## config.mk

```make
export PLATFORM = sky130hd
export DESIGN_NAME = cpu_run_ctrl
export DESIGN_NICKNAME = d
export VERILOG_FILES = /design/src/rtl/cpu_run_ctrl.sv
export SDC_FILE = /design/constraint.sdc
export NUM_CORES = 1
export LEC_CHECK = 0
export CORE_ASPECT_RATIO = 1.2
export CORE_UTILIZATION = 54
export DETAILED_ROUTE_END_ITERATION = 8
export HOLD_SLACK_MARGIN = 0.05
export PLACE_DENSITY = 0.86
export SLEW_MARGIN = 10
export SYNTH_ARGS = -nofsm -noshare
export SYNTH_HDL_FRONTEND = slang
export SYNTH_SLANG_ARGS = --single-unit
```

## constraint.sdc

```tcl
create_clock -name clk -period 11.9 [get_ports clk]
set_input_delay 2.38 -clock clk [delete_from_list [all_inputs] [get_ports clk]]
set_output_delay 2.38 -clock clk [all_outputs]
set_load 0.03 [all_outputs]
```

## src/rtl/cpu_run_ctrl.sv

```systemverilog
// Run controller: gates the core clock enable, counts run cycles, detects halt/watchdog,
// then dumps every channel's memory word-by-word over a shared read port onto a valid/ready stream.
`timescale 1ns/1ps
module cpu_run_ctrl #(
  parameter int WORD_W     = 32,
  parameter int ADDR_W     = 32,
  parameter int CNT_W      = 32,
  parameter int MAX_CYCLES = 100000,
  parameter int NUM_CH     = 2,
  parameter int DEPTH_W    = 16,
  parameter logic [NUM_CH*DEPTH_W-1:0] CH_DEPTHS = {16'd32, 16'd256},
  localparam int CH_W = (NUM_CH > 1) ? $clog2(NUM_CH) : 1
) (
  input  logic              clk,
  input  logic              rst,
  input  logic              start,
  input  logic              cpu_halt,
  output logic              cpu_run,
  output logic [CNT_W-1:0]  cycle_count,
  output logic              rd_en,
  output logic [CH_W-1:0]   rd_ch,
  output logic [ADDR_W-1:0] rd_addr,
  input  logic [WORD_W-1:0] rd_data,
  output logic              out_valid,
  input  logic              out_ready,
  output logic [WORD_W-1:0] out_data,
  output logic [CH_W-1:0]   out_ch,
  output logic [ADDR_W-1:0] out_addr,
  output logic              done,
  output logic [1:0]        status
);

  typedef enum logic [2:0] {
    S_IDLE, S_RUN, S_RD_REQ, S_RD_WAIT, S_OUT, S_DONE
  } state_t;

  localparam logic [1:0]     ST_HALT = 2'b01;
  localparam logic [1:0]     ST_TIMEOUT = 2'b10;
  localparam logic [CNT_W:0] MAX_C = (CNT_W+1)'(MAX_CYCLES);

  state_t            state_q, state_d;
  logic [CH_W-1:0]   ch_q, ch_d;
  logic [ADDR_W-1:0] idx_q, idx_d;
  logic [CNT_W-1:0]  cnt_d;
  logic [1:0]        status_d;
  logic              capture;
  logic              run_exit;
  logic [CH_W:0]     nxt;
  logic [CNT_W:0]    cnt_inc;
  logic [ADDR_W-1:0] last_idx;

  function automatic logic [DEPTH_W-1:0] depth_of(input int c);
    return CH_DEPTHS[c*DEPTH_W +: DEPTH_W];
  endfunction

  // Returns {found, channel} for the first non-empty channel at or above 'from'.
  function automatic logic [CH_W:0] find_ch(input int from);
    logic [CH_W:0] r;
    r = '0;
    for (int i = 0; i < NUM_CH; i++) begin
      if (!r[CH_W] && i >= from && depth_of(i) != '0) r = {1'b1, CH_W'(i)};
    end
    return r;
  endfunction

  assign cnt_inc  = {1'b0, cycle_count} + {{CNT_W{1'b0}}, 1'b1};
  assign last_idx = ADDR_W'(depth_of(int'(ch_q))) - {{(ADDR_W-1){1'b0}}, 1'b1};

  always_comb begin
    state_d  = state_q;
    ch_d     = ch_q;
    idx_d    = idx_q;
    cnt_d    = cycle_count;
    status_d = status;
    capture  = 1'b0;
    run_exit = 1'b0;
    nxt      = '0;
    case (state_q)
      S_IDLE, S_DONE: begin
        if (start) begin
          state_d  = S_RUN;
          cnt_d    = '0;
          status_d = '0;
        end
      end
      S_RUN: begin
        cnt_d = cnt_inc[CNT_W] ? cycle_count : cnt_inc[CNT_W-1:0];
        if (cpu_halt) begin
          status_d = ST_HALT;
          run_exit = 1'b1;
        end else if (MAX_CYCLES != 0 && cnt_inc == MAX_C) begin
          status_d = ST_TIMEOUT;
          run_exit = 1'b1;
        end
        if (run_exit) begin
          nxt     = find_ch(0);
          ch_d    = nxt[CH_W-1:0];
          idx_d   = '0;
          state_d = nxt[CH_W] ? S_RD_REQ : S_DONE;
        end
      end
      S_RD_REQ: state_d = S_RD_WAIT;
      S_RD_WAIT: begin
        capture = 1'b1;
        state_d = S_OUT;
      end
      S_OUT: begin
        if (out_ready) begin
          if (idx_q != last_idx) begin
            idx_d   = idx_q + {{(ADDR_W-1){1'b0}}, 1'b1};
            state_d = S_RD_REQ;
          end else begin
            nxt = find_ch(int'(ch_q) + 1);
            if (nxt[CH_W]) begin
              ch_d    = nxt[CH_W-1:0];
              idx_d   = '0;
              state_d = S_RD_REQ;
            end else begin
              state_d = S_DONE;
            end
          end
        end
      end
      default: state_d = S_IDLE;
    endcase
  end

  always_ff @(posedge clk or posedge rst) begin
    if (rst) begin
      state_q     <= S_IDLE;
      ch_q        <= '0;
      idx_q       <= '0;
      cycle_count <= '0;
      status      <= '0;
      out_data    <= '0;
      out_ch      <= '0;
      out_addr    <= '0;
    end else begin
      state_q     <= state_d;
      ch_q        <= ch_d;
      idx_q       <= idx_d;
      cycle_count <= cnt_d;
      status      <= status_d;
      if (capture) begin
        out_data <= rd_data;
        out_ch   <= ch_q;
        out_addr <= idx_q;
      end
    end
  end

  // Strobes decode straight from state so an async reset clears them immediately.
  assign cpu_run   = (state_q == S_RUN);
  assign rd_en     = (state_q == S_RD_REQ);
  assign out_valid = (state_q == S_OUT);
  assign done      = (state_q == S_DONE);
  assign rd_ch     = ch_q;
  assign rd_addr   = idx_q;

endmodule

```

After elaboration in Yosys (flattened, before gate mapping). Cells that the tools add are included.

Bits in registers: 135. Input port bits: 37. Output and inout bits: 136. Word-level logic and storage cells: 76.

$add $sub $neg: 4. $lt $le $gt $ge: 2. Equal/unequal tests: 15. Shift-type cells: 1. Mux-type cells: 35. Reduce and logical (&&, ||, !) cells: 11.

Operator list (count): 32-bit two-way mux (6); 32-bit one-hot mux with 2 select lines (2); 32-bit by 1-bit adder with 33-bit output, second input constant (1); 33-bit by 17-bit == test with 1-bit output, second input constant (1); 32-bit by 1-bit adder with 32-bit output, second input constant (1); 32-bit != test (1); 32-bit by 6-bit indexed part select with 16-bit output, first input constant (1); 2-bit two-way mux (11); 16-bit by 1-bit subtractor with 17-bit output, second input constant (1); 3-bit two-way mux (5); 3-bit one-hot mux with 5 select lines (1); 3-bit AND reduction (3); 1-bit two-way mux (8); 3-bit by 2-bit == test with 1-bit output, second input constant (2); 3-bit == test, second input constant (2); 2-bit by 1-bit != test with 1-bit output, second input constant (3); 2-bit != test, second input constant (3); 5-bit AND reduction (1); 1-bit by 2-bit >= comparator with 1-bit output, first input constant (2); 2-bit one-hot mux with 2 select lines (1); 4-bit AND reduction (1); 2-bit nonzero test (2); 3-bit by 1-bit == test with 1-bit output, second input constant (1); 3-bit logical NOT (1); other kinds (7) (7).

Longest topological paths before layout. Gate-level depths: netlist (run 1).

Word-level depth: 16. Depth in mapped cells: 11. Gate-level depth less buffers: 9.

Least setup slack after synthesis (run 1). Ideal clock, no wire load.

Kind: register to output. From: register state_q[0]. To: output port done. Data arrival time: 1.391 ns. Data required time: 9.520 ns. Setup slack: 8.129 ns. Stages on the path, launching flop included: 3. Path buffers: 1. Cell sequence: dfrtp_1 > clkbuf_1 > nor3b_1.

Longest elaborated chain between the ends: 1.

RTL lines: start, declared (line 41) `state_t state_q, state_d;`; start signal, assigned (line 139) `state_q <= state_d;`; 3-bit == test (line 156) `assign done = (state_q == S_DONE);`; end, declared (line 29) `output logic done,`.

Every way passes these cells.

Worst setup path after layout (run 1).
From: register state_q[0]. To: output port cpu_run.

Longest elaborated chain between the ends: 1.

RTL lines: 3-bit by 1-bit == test with 1-bit output (line 153) `assign cpu_run = (state_q == S_RUN);`; end, declared (line 18) `output logic cpu_run,`.

Every way passes these cells.

==> impl_results.html, run 1 <==
<table>
<tr><th>Metric</th><th>Value</th></tr>
<tr><th colspan="2">Outcome</th></tr>
<tr><td>Status</td><td>finished, final reports clean</td></tr>
<tr><th colspan="2">Synthesis</th></tr>
<tr><td>Instance count of the mapped netlist</td><td>708</td></tr>
<tr><td>Synth Area in XOR/XNOR</td><td>0.749%</td></tr>
<tr><td>Async set-or-reset flop fraction in the synthesized netlist</td><td>100%</td></tr>
<tr><td>Total of flip-flops plus latches after synthesis</td><td>135</td></tr>
<tr><td>Number of enable flip-flop cells after synthesis</td><td>0</td></tr>
<tr><td>Main combinational cell family by area after synthesis</td><td>simple AND/OR/NAND/NOR gates</td></tr>
<tr><td>Fraction of post-synthesis cell area in the top cell type by area</td><td>48.2%</td></tr>
<tr><td>Cell area after technology mapping</td><td>7010 µm²</td></tr>
<tr><td>Share of synthesized area spent on multiplexers</td><td>10.9%</td></tr>
<tr><td>Primary FF master, synth</td><td>dfrtp_1</td></tr>
<tr><td>Cell accounting for the most synthesized area</td><td>dfrtp_1</td></tr>
<tr><td>Synth Net Count</td><td>747</td></tr>
<tr><td>Total number of yosys warnings</td><td>0</td></tr>
<tr><td>Average size of a mapped cell</td><td>9.90 µm²</td></tr>
<tr><td>Synth area leaders</td><td>dfrtp_1 (48%), mux2_2 (9.8%), o21ai_0 (5.0%)</td></tr>
<tr><td>Synth Area in Simple Gates</td><td>20.4%</td></tr>
<tr><td>Area fraction in compound gates after synthesis</td><td>15.3%</td></tr>
<tr><td>Area share of fa/ha/maj cells after synthesis</td><td>0.500%</td></tr>
<tr><td>Share of synthesized area occupied by flip-flops and latches</td><td>48.2%</td></tr>
<tr><td>Count of different cell masters after synthesis</td><td>66</td></tr>
<tr><th colspan="2">Drt</th></tr>
<tr><td>First-pass iteration count of the detailed router</td><td>7</td></tr>
<tr><td>Routed wire length</td><td>19800 µm</td></tr>
<tr><td>Via-to-Cell Ratio</td><td>6.29</td></tr>
<tr><td>Total via count after detailed routing</td><td>6523</td></tr>
<tr><td>DRC violation count after routing</td><td>0</td></tr>
<tr><td>Number of nets with antenna violations after detailed routing</td><td>0</td></tr>
<tr><td>Post-detailed-route wirelength per cell</td><td>19.1 µm</td></tr>
<tr><td>Number of violations reported at the end of detailed-routing iteration 0</td><td>461</td></tr>
<tr><th colspan="2">Global route</th></tr>
<tr><td>Number of antenna violations at the first check in global routing</td><td>0</td></tr>
<tr><td>Global-route wire length before repair</td><td>32300 µm</td></tr>
<tr><td>Global-route congestion overflow total</td><td>0</td></tr>
<tr><td>Via count of the first global-routing pass</td><td>6353</td></tr>
<tr><td>Largest net degree at the start of global routing</td><td>86</td></tr>
<tr><td>Total routing usage reported by global routing</td><td>30.4%</td></tr>
<tr><th colspan="2">Worst setup path</th></tr>
<tr><td>Worst path required time</td><td>9520 ps</td></tr>
<tr><td>Signal arrival time at the worst endpoint</td><td>2320 ps</td></tr>
<tr><td>Cells on worst reg2reg path</td><td>9</td></tr>
<tr><td>Crit path capture type</td><td>output port</td></tr>
<tr><td>Worst-case register-to-register setup slack</td><td>8150 ps</td></tr>
<tr><td>Setup crit start kind</td><td>flip-flop</td></tr>
<tr><td>Biggest fanout along the worst timing path</td><td>13</td></tr>
<tr><td>Startpoint-to-endpoint class of the critical path</td><td>flip-flop to output port</td></tr>
<tr><td>Terminus of the critical flop-to-flop path</td><td>rd_addr[0]</td></tr>
<tr><td>Beginning of the worst register-to-register path</td><td>cycle_count[0]</td></tr>
<tr><th colspan="2">Min path</th></tr>
<tr><td>Hold path startpoint</td><td>out_addr[25]</td></tr>
<tr><td>End of the worst hold path</td><td>out_addr[25]</td></tr>
<tr><td>Depth of the worst hold-timing path</td><td>2</td></tr>
<tr><td>Worst min path class</td><td>flip-flop to flip-flop</td></tr>
<tr><th colspan="2">Layout</th></tr>
<tr><td>Share of the core filled with cells</td><td>74.5%</td></tr>
<tr><td>Ratio of cells with drive above 1 in the final layout</td><td>14.1%</td></tr>
<tr><td>Net count, final</td><td>901</td></tr>
<tr><td>Leading cell type in the layout, fill and taps excluded</td><td>clkdlybuf4s50_1</td></tr>
<tr><td>Cell area after layout</td><td>9440 µm²</td></tr>
<tr><td>Non-filler cells in the finished layout</td><td>1037</td></tr>
<tr><td>Area added between synthesis and finish</td><td>34.6%</td></tr>
<tr><td>Commonest cells after routing, fill and taps aside</td><td>clkdlybuf4s50_1 (172), dfrtp_1 (135), o21ai_0 (70)</td></tr>
<tr><td>Diode count</td><td>0</td></tr>
<tr><td>Number of filler instances in the final layout</td><td>857</td></tr>
<tr><th colspan="2">Floorplanning</th></tr>
<tr><td>Width of the die</td><td>106 µm</td></tr>
<tr><td>Placeable core region</td><td>12700 µm²</td></tr>
<tr><td>I/O pin count</td><td>173</td></tr>
<tr><td>Overall die height</td><td>127 µm</td></tr>
<tr><td>Die outline area</td><td>13400 µm²</td></tr>
<tr><td>Total number of placement rows</td><td>45</td></tr>
<tr><td>Starting utilization of the core area</td><td>55.3%</td></tr>
<tr><th colspan="2">STA</th></tr>
<tr><td>Final worst path period need</td><td>4700 ps</td></tr>
<tr><td>Peak Freq</td><td>0.213 GHz</td></tr>
<tr><td>Setup Skew</td><td>12.0 ps</td></tr>
<tr><td>Final Cycle Share</td><td>39.5%</td></tr>
<tr><td>Pins Over Slew Limit</td><td>0</td></tr>
<tr><td>Worst hold margin</td><td>480 ps</td></tr>
<tr><td>Final-report setup violation count</td><td>0</td></tr>
<tr><td>Headroom to the max-slew limit</td><td>29.3%</td></tr>
<tr><td>Actual slew at the worst max-slew pin</td><td>1060 ps</td></tr>
<tr><td>Count of endpoints failing hold in the final timing report</td><td>0</td></tr>
<tr><td>Setup repair after global routing missed its margin</td><td>no</td></tr>
<tr><td>Final TNS setup</td><td>0 ps</td></tr>
<tr><th colspan="2">Placed design</th></tr>
<tr><td>Number of placed instances with taps included</td><td>1007</td></tr>
<tr><td>Routability Congestion</td><td>0.907</td></tr>
<tr><td>Port buffer count</td><td>172</td></tr>
<tr><td>Instance area after placement</td><td>8820 µm²</td></tr>
<tr><td>HPWL reported at the end of detailed placement</td><td>13100 µm</td></tr>
<tr><th colspan="2">Power</th></tr>
<tr><td>IR drop worst, VDD</td><td>0.173 mV</td></tr>
<tr><td>PD cells</td><td>218 nW/µm²</td></tr>
<tr><td>Leakage component of the power</td><td>3.88 nW</td></tr>
<tr><th colspan="2">Clock network</th></tr>
<tr><td>Clock transition at the registers of the reported paths</td><td>60 ps</td></tr>
<tr><td>Post-CTS Hold Buffers</td><td>0</td></tr>
<tr><td>Resized Gates After CTS</td><td>0</td></tr>
<tr><td>Clock Root Buffer</td><td>clkbuf_16</td></tr>
<tr><td>Clock buffers created by TritonCTS</td><td>17</td></tr>
<tr><td>Clock tree sinks</td><td>135</td></tr>
<tr><td>Clock H-tree levels</td><td>4</td></tr>
<tr><td>Post-CTS Repair Setup Buffers</td><td>0</td></tr>
<tr><td>Worst-skew pair later-pin latency</td><td>420 ps</td></tr>
<tr><td>CTS tree</td><td>built</td></tr>
<tr><td>Maximum buffer depth of the clock tree</td><td>2</td></tr>
<tr><th colspan="2">Job</th></tr>
<tr><td>Maximum capacitance violations</td><td>0</td></tr>
</table>
-- cell type report --
cell class                 instances  area [µm²]  area share, %
sequential                       135        3380           35.8
multi-input combinational        505        3370           35.8
timing repair buffer             178        1770           18.7
clock buffer                      18         439           4.65
tap                              164         205           2.17
clock inverter                    12         176           1.87
inverter                          25        98.8           1.05
-- logic make-up (layout without fill, tap and decap cells) --
logic type                 count (synthesis)  count (layout)
muxes                                     69              69
xor gates and xnor gates                   6               6
DFF                                      135             135
and+or+nand+nor                          253             253
AOI/OAI and AO/OA                        174             174
buffers and inverters                     68             233
adders and majority gates                  3               3
-- critical path, cell delays in order (launching register included) --
cell	delay, ps
dfrtp_1	570
nand3b_1	330
clkinv_1	270
clkdlybuf4s50_1	740
-- synthesized netlist by cell type, drive strengths merged (3+ instances only) --
master,instances
dfrtp,135
buf,15
nor2,43
a21o,5
o41ai,3
mux2,61
xnor2,3
or2,5
o31ai,8
a22oi,3
nor3,32
xor2,3
inv,24
o21ai,80
o2bb2ai,4
nand3,29
nand2,49
clkbuf,28
and2,4
nand4,23
nand2b,5
mux2i,8
and3,12
a211o,4
and4,7
nor2b,6
nand3b,3
or3,3
nor4,18
nor3b,5
a21oi,15
nor4b,3
a31oi,36
-- worst max path at each step --
stage | end | start | slack, ps | depth (start not counted)
final | cpu_run | state_q[0] | 7200 | 3
after global routing | cpu_run | state_q[0] | 7110 | 3
after CTS | cpu_run | state_q[0] | 7230 | 3
after detailed placement | rd_addr[0] | out_ready | 7360 | 6
after global placement | rd_addr[30] | out_ready | 7460 | 6
after floorplan | cycle_count[0] | rst | 5910 | 1
-- state kept, by name (all words and copies together), names as in the netlist --
register and flops:
out_ch 1, rd_ch 1, out_data 32, rd_addr 32
status 2, state_q 3, cycle_count 32, out_addr 32
-- stage by stage --
| step | power (W) | setup WS [ps] |
|---|---|---|
| floorplan | 0.00118 | 5910 |
| global placement | 0.00147 | 7460 |
| detailed placement | 0.00150 | 7360 |
| CTS | 0.00207 | 7230 |
| global route | 0.00215 | 7110 |
| finish | 0.00206 | 7200 |
-- where the power goes --
part           internal, W  switching [W]  total (W)  leakage, nW
clock             0.000354       0.000197   0.000551        0.298
sequential        0.000568      0.0000973   0.000665         1.80
combinational     0.000344       0.000500   0.000844         1.78
-- per-layer routing --
metal  global-route usage (%)  share of wire [%]
met5                        0                  0
met4                     11.3                3.0
met2                     53.5                 51
met1                     36.6                 38
met3                     6.37                7.5
No activity file was read; power rests on OpenSTA's default activity.
==> run 2, diff against run 1 <==
- CORE_UTILIZATION: 54 -> 50
- PLACE_DENSITY: 0.86 -> 0.81
- clock period: 11.9 -> 4.6 ns (I/O delays scaled with it)
==> impl_results.html, run 2 (same netlist as run 1, synthesis figures left out) <==
<table>
<tr><th>Metric</th><th>Value</th></tr>
<tr><th colspan="2">Outcome</th></tr>
<tr><td>Status</td><td>finished, final reports clean (unchanged)</td></tr>
<tr><th colspan="2">Worst setup path</th></tr>
<tr><td>Signal arrival time at the worst endpoint</td><td>3770 ps (was 2320 ps)</td></tr>
<tr><td>Crit path capture type</td><td>flip-flop (was output port)</td></tr>
<tr><td>Cells on worst reg2reg path</td><td>9 (unchanged)</td></tr>
<tr><td>Worst path required time</td><td>4880 ps (was 9520 ps)</td></tr>
<tr><td>Critical-path cell list</td><td>ha_1 -&gt; nand3_1 -&gt; nor4_4 -&gt; nand4_1 -&gt; xnor2_1 -&gt; nor4_2 -&gt; nand3_2 -&gt; a31oi_4 -&gt; o21ai_0 (was nand3b_1 -&gt; clkinv_1 -&gt; clkdlybuf4s50_1)</td></tr>
<tr><td>Startpoint-to-endpoint class of the critical path</td><td>flip-flop to flip-flop (was flip-flop to output port)</td></tr>
<tr><td>Beginning of the worst register-to-register path</td><td>cycle_count[0] (unchanged)</td></tr>
<tr><td>Setup crit start kind</td><td>flip-flop (unchanged)</td></tr>
<tr><td>CP peak stage delay</td><td>580 ps (was 740 ps)</td></tr>
<tr><td>Biggest fanout along the worst timing path</td><td>17 (was 13)</td></tr>
<tr><td>Worst-case register-to-register setup slack</td><td>1110 ps (was 8150 ps)</td></tr>
<tr><td>Library cell contributing the largest single delay on the critical path</td><td>dfrtp_1 (was clkdlybuf4s50_1)</td></tr>
<tr><td>Terminus of the critical flop-to-flop path</td><td>rd_addr[16] (was rd_addr[0])</td></tr>
<tr><td>Setup crit start</td><td>cycle_count[0] (was state_q[0])</td></tr>
<tr><th colspan="2">Layout</th></tr>
<tr><td>Ratio of cells with drive above 1 in the final layout</td><td>14.2% (was 14.1%)</td></tr>
<tr><td>Commonest cells after routing, fill and taps aside</td><td>clkdlybuf4s50_1 (172), dfrtp_1 (135), o21ai_0 (70) (unchanged)</td></tr>
<tr><td>Cell area after layout</td><td>9510 µm² (was 9440 µm²)</td></tr>
<tr><td>Net count, final</td><td>902 (was 901)</td></tr>
<tr><td>Diode count</td><td>0 (unchanged)</td></tr>
<tr><td>Leading cell type in the layout, fill and taps excluded</td><td>clkdlybuf4s50_1 (unchanged)</td></tr>
<tr><td>Area added between synthesis and finish</td><td>35.7% (was 34.6%)</td></tr>
<tr><th colspan="2">STA</th></tr>
<tr><td>Actual slew at the worst max-slew pin</td><td>1060 ps (about the same)</td></tr>
<tr><td>Count of endpoints failing hold in the final timing report</td><td>0 (unchanged)</td></tr>
<tr><td>Worst hold margin</td><td>496 ps (was 480 ps)</td></tr>
<tr><td>Setup Skew</td><td>14.2 ps (was 12.0 ps)</td></tr>
<tr><td>Final Cycle Share</td><td>76.0%</td></tr>
<tr><td>Setup repair after global routing missed its margin</td><td>no (unchanged)</td></tr>
<tr><td>Final TNS setup</td><td>0 ps (unchanged)</td></tr>
<tr><td>Pins Over Slew Limit</td><td>0 (unchanged)</td></tr>
<tr><td>Headroom to the max-slew limit</td><td>28.9% (was 29.3%)</td></tr>
<tr><td>Final worst path period need</td><td>3490 ps</td></tr>
<tr><td>Final-report setup violation count</td><td>0 (unchanged)</td></tr>
<tr><td>Peak Freq</td><td>0.286 GHz</td></tr>
<tr><th colspan="2">Floorplanning</th></tr>
<tr><td>Die outline area</td><td>14500 µm² (was 13400 µm²)</td></tr>
<tr><td>Total number of placement rows</td><td>47 (was 45)</td></tr>
<tr><td>Starting utilization of the core area</td><td>51.0% (was 55.3%)</td></tr>
<tr><td>Overall die height</td><td>132 µm (was 127 µm)</td></tr>
<tr><td>I/O pin count</td><td>173 (unchanged)</td></tr>
<tr><td>Placeable core region</td><td>13800 µm² (was 12700 µm²)</td></tr>
<tr><td>Width of the die</td><td>110 µm (was 106 µm)</td></tr>
<tr><th colspan="2">Job</th></tr>
<tr><td>Maximum capacitance violations</td><td>0 (unchanged)</td></tr>
<tr><th colspan="2">Min path</th></tr>
<tr><td>Hold path startpoint</td><td>status[1] (was out_addr[25])</td></tr>
<tr><td>End of the worst hold path</td><td>status[1] (was out_addr[25])</td></tr>
<tr><td>Worst min path class</td><td>flip-flop to flip-flop (unchanged)</td></tr>
<tr><td>Depth of the worst hold-timing path</td><td>1 (was 2)</td></tr>
<tr><th colspan="2">Clock network</th></tr>
<tr><td>Worst-skew pair later-pin latency</td><td>420 ps (about the same)</td></tr>
<tr><td>Maximum buffer depth of the clock tree</td><td>2 (unchanged)</td></tr>
<tr><td>Post-CTS Repair Setup Buffers</td><td>0 (unchanged)</td></tr>
<tr><td>CTS tree</td><td>built (unchanged)</td></tr>
<tr><td>Clock buffers created by TritonCTS</td><td>17 (unchanged)</td></tr>
<tr><td>Clock Root Buffer</td><td>clkbuf_16 (unchanged)</td></tr>
<tr><td>Clock transition at the registers of the reported paths</td><td>60 ps (about the same)</td></tr>
<tr><td>Resized Gates After CTS</td><td>0 (unchanged)</td></tr>
<tr><td>Clock H-tree levels</td><td>4 (unchanged)</td></tr>
<tr><td>Post-CTS Hold Buffers</td><td>0 (unchanged)</td></tr>
<tr><td>Clock tree sinks</td><td>135 (unchanged)</td></tr>
<tr><th colspan="2">Power</th></tr>
<tr><td>Leakage component of the power</td><td>3.90 nW (was 3.88 nW)</td></tr>
<tr><td>PD cells</td><td>569 nW/µm² (was 218 nW/µm²)</td></tr>
<tr><td>IR drop worst, VDD</td><td>0.467 mV (was 0.173 mV)</td></tr>
<tr><td>Overall power consumption</td><td>0.00541 W (was 0.00206 W)</td></tr>
<tr><th colspan="2">Placed design</th></tr>
<tr><td>Routability Congestion</td><td>0.936 (was 0.907)</td></tr>
<tr><td>Port buffer count</td><td>172 (unchanged)</td></tr>
<tr><td>Instance area after placement</td><td>8850 µm² (was 8820 µm²)</td></tr>
<tr><td>HPWL reported at the end of detailed placement</td><td>13400 µm (was 13100 µm)</td></tr>
<tr><th colspan="2">Drt</th></tr>
<tr><td>Number of violations reported at the end of detailed-routing iteration 0</td><td>491 (was 461)</td></tr>
<tr><td>Total via count after detailed routing</td><td>6347 (was 6523)</td></tr>
<tr><td>First-pass iteration count of the detailed router</td><td>5 (was 7)</td></tr>
<tr><td>Via-to-Cell Ratio</td><td>6.06 (was 6.29)</td></tr>
<tr><td>Number of nets with antenna violations after detailed routing</td><td>0 (unchanged)</td></tr>
<tr><td>DRC violation count after routing</td><td>0 (unchanged)</td></tr>
<tr><td>Routed wire length</td><td>19100 µm (was 19800 µm)</td></tr>
<tr><td>Post-detailed-route wirelength per cell</td><td>18.3 µm (was 19.1 µm)</td></tr>
<tr><th colspan="2">Global route</th></tr>
<tr><td>Via count of the first global-routing pass</td><td>6084 (was 6353)</td></tr>
<tr><td>Number of antenna violations at the first check in global routing</td><td>0 (unchanged)</td></tr>
<tr><td>Total routing usage reported by global routing</td><td>27.3% (was 30.4%)</td></tr>
<tr><td>Global-route wire length before repair</td><td>30800 µm (was 32300 µm)</td></tr>
<tr><td>Largest net degree at the start of global routing</td><td>70 (was 86)</td></tr>
<tr><td>Global-route congestion overflow total</td><td>0 (unchanged)</td></tr>
</table>
[run 2: cell types whose count changed in the layout (fill, tap and decap cells not counted), sizes merged]
cell / before / now
buf: 6 / 7
bufinv: 4 / 5
clkbuf: 18 / 21
clkinv: 5 / 2
clkinvlp: 2 / 4
inv: 26 / 25
[run 2: per-stage QoR]
| step | cells | util [%] | worst slack (ps) |
|---|---|---|---|
| 2_1_floorplan | 708 | - | 68.9 |
| 4_1_cts | 1047 | 69.1 | 1130 |
| 6_report | 1047 | 69.1 | 1110 |
| 3_3_place_gp | 1015 | 64.3 | 1220 |
| 5_1_grt | 1047 | 69.1 | 842 |
| 3_5_place_dp | 1015 | 64.3 | 1160 |
[run 2: how the worst max path moves through the flow]
stage                           endpoint  slack (ps)  depth (start not counted)
after global placement        rd_addr[0]        1220                          9
after global routing          rd_addr[0]         840                          9
after detailed placement     rd_addr[16]        1160                          9
after floorplan           cycle_count[0]          70                          1
final                        rd_addr[16]        1110                          9
after CTS                    rd_addr[16]        1130                          9
[run 2: power by group]
group | total [W] | switching, W | internal [W]
Sequential | 0.00171 | 0.000242 | 0.00147
Clock | 0.00151 | 0.000510 | 0.00101
Combinational | 0.00218 | 0.00129 | 0.000897
Total | 0.00541 | 0.00204 | 0.00337
[run 2: final cells by class]
type / instances / area, µm²
clock buffers: 21 / 470
clock inverters: 11 / 194
fillers: 1024 / 4250
inverters: 25 / 96.3
multi-input cells: 505 / 3370
flip-flops and latches: 135 / 3380
well taps: 171 / 214
repair buffers: 179 / 1790
[run 2: worst max-delay path, delay by kind of cell, from the launching register on]
| family | cells | cell delay [ps] |
|---|---|---|
| adders and majority gates | 1 | 360 |
| xor gates and xnor gates | 1 | 190 |
| AOI/OAI and AO/OA | 2 | 650 |
| DFF | 1 | 580 |
| and+or+nand+nor | 5 | 1570 |
[run 2: layer usage]
layer | vias up | global-route usage, % | wire length [µm]
met2 | 282 | 46.0 | 9870
met1 | 3085 | 33.7 | 7470
met5 | - | 0 | 0
li1 | 2941 | - | -
met3 | 39 | 4.91 | 1250
met4 | 0 | 12.0 | 517
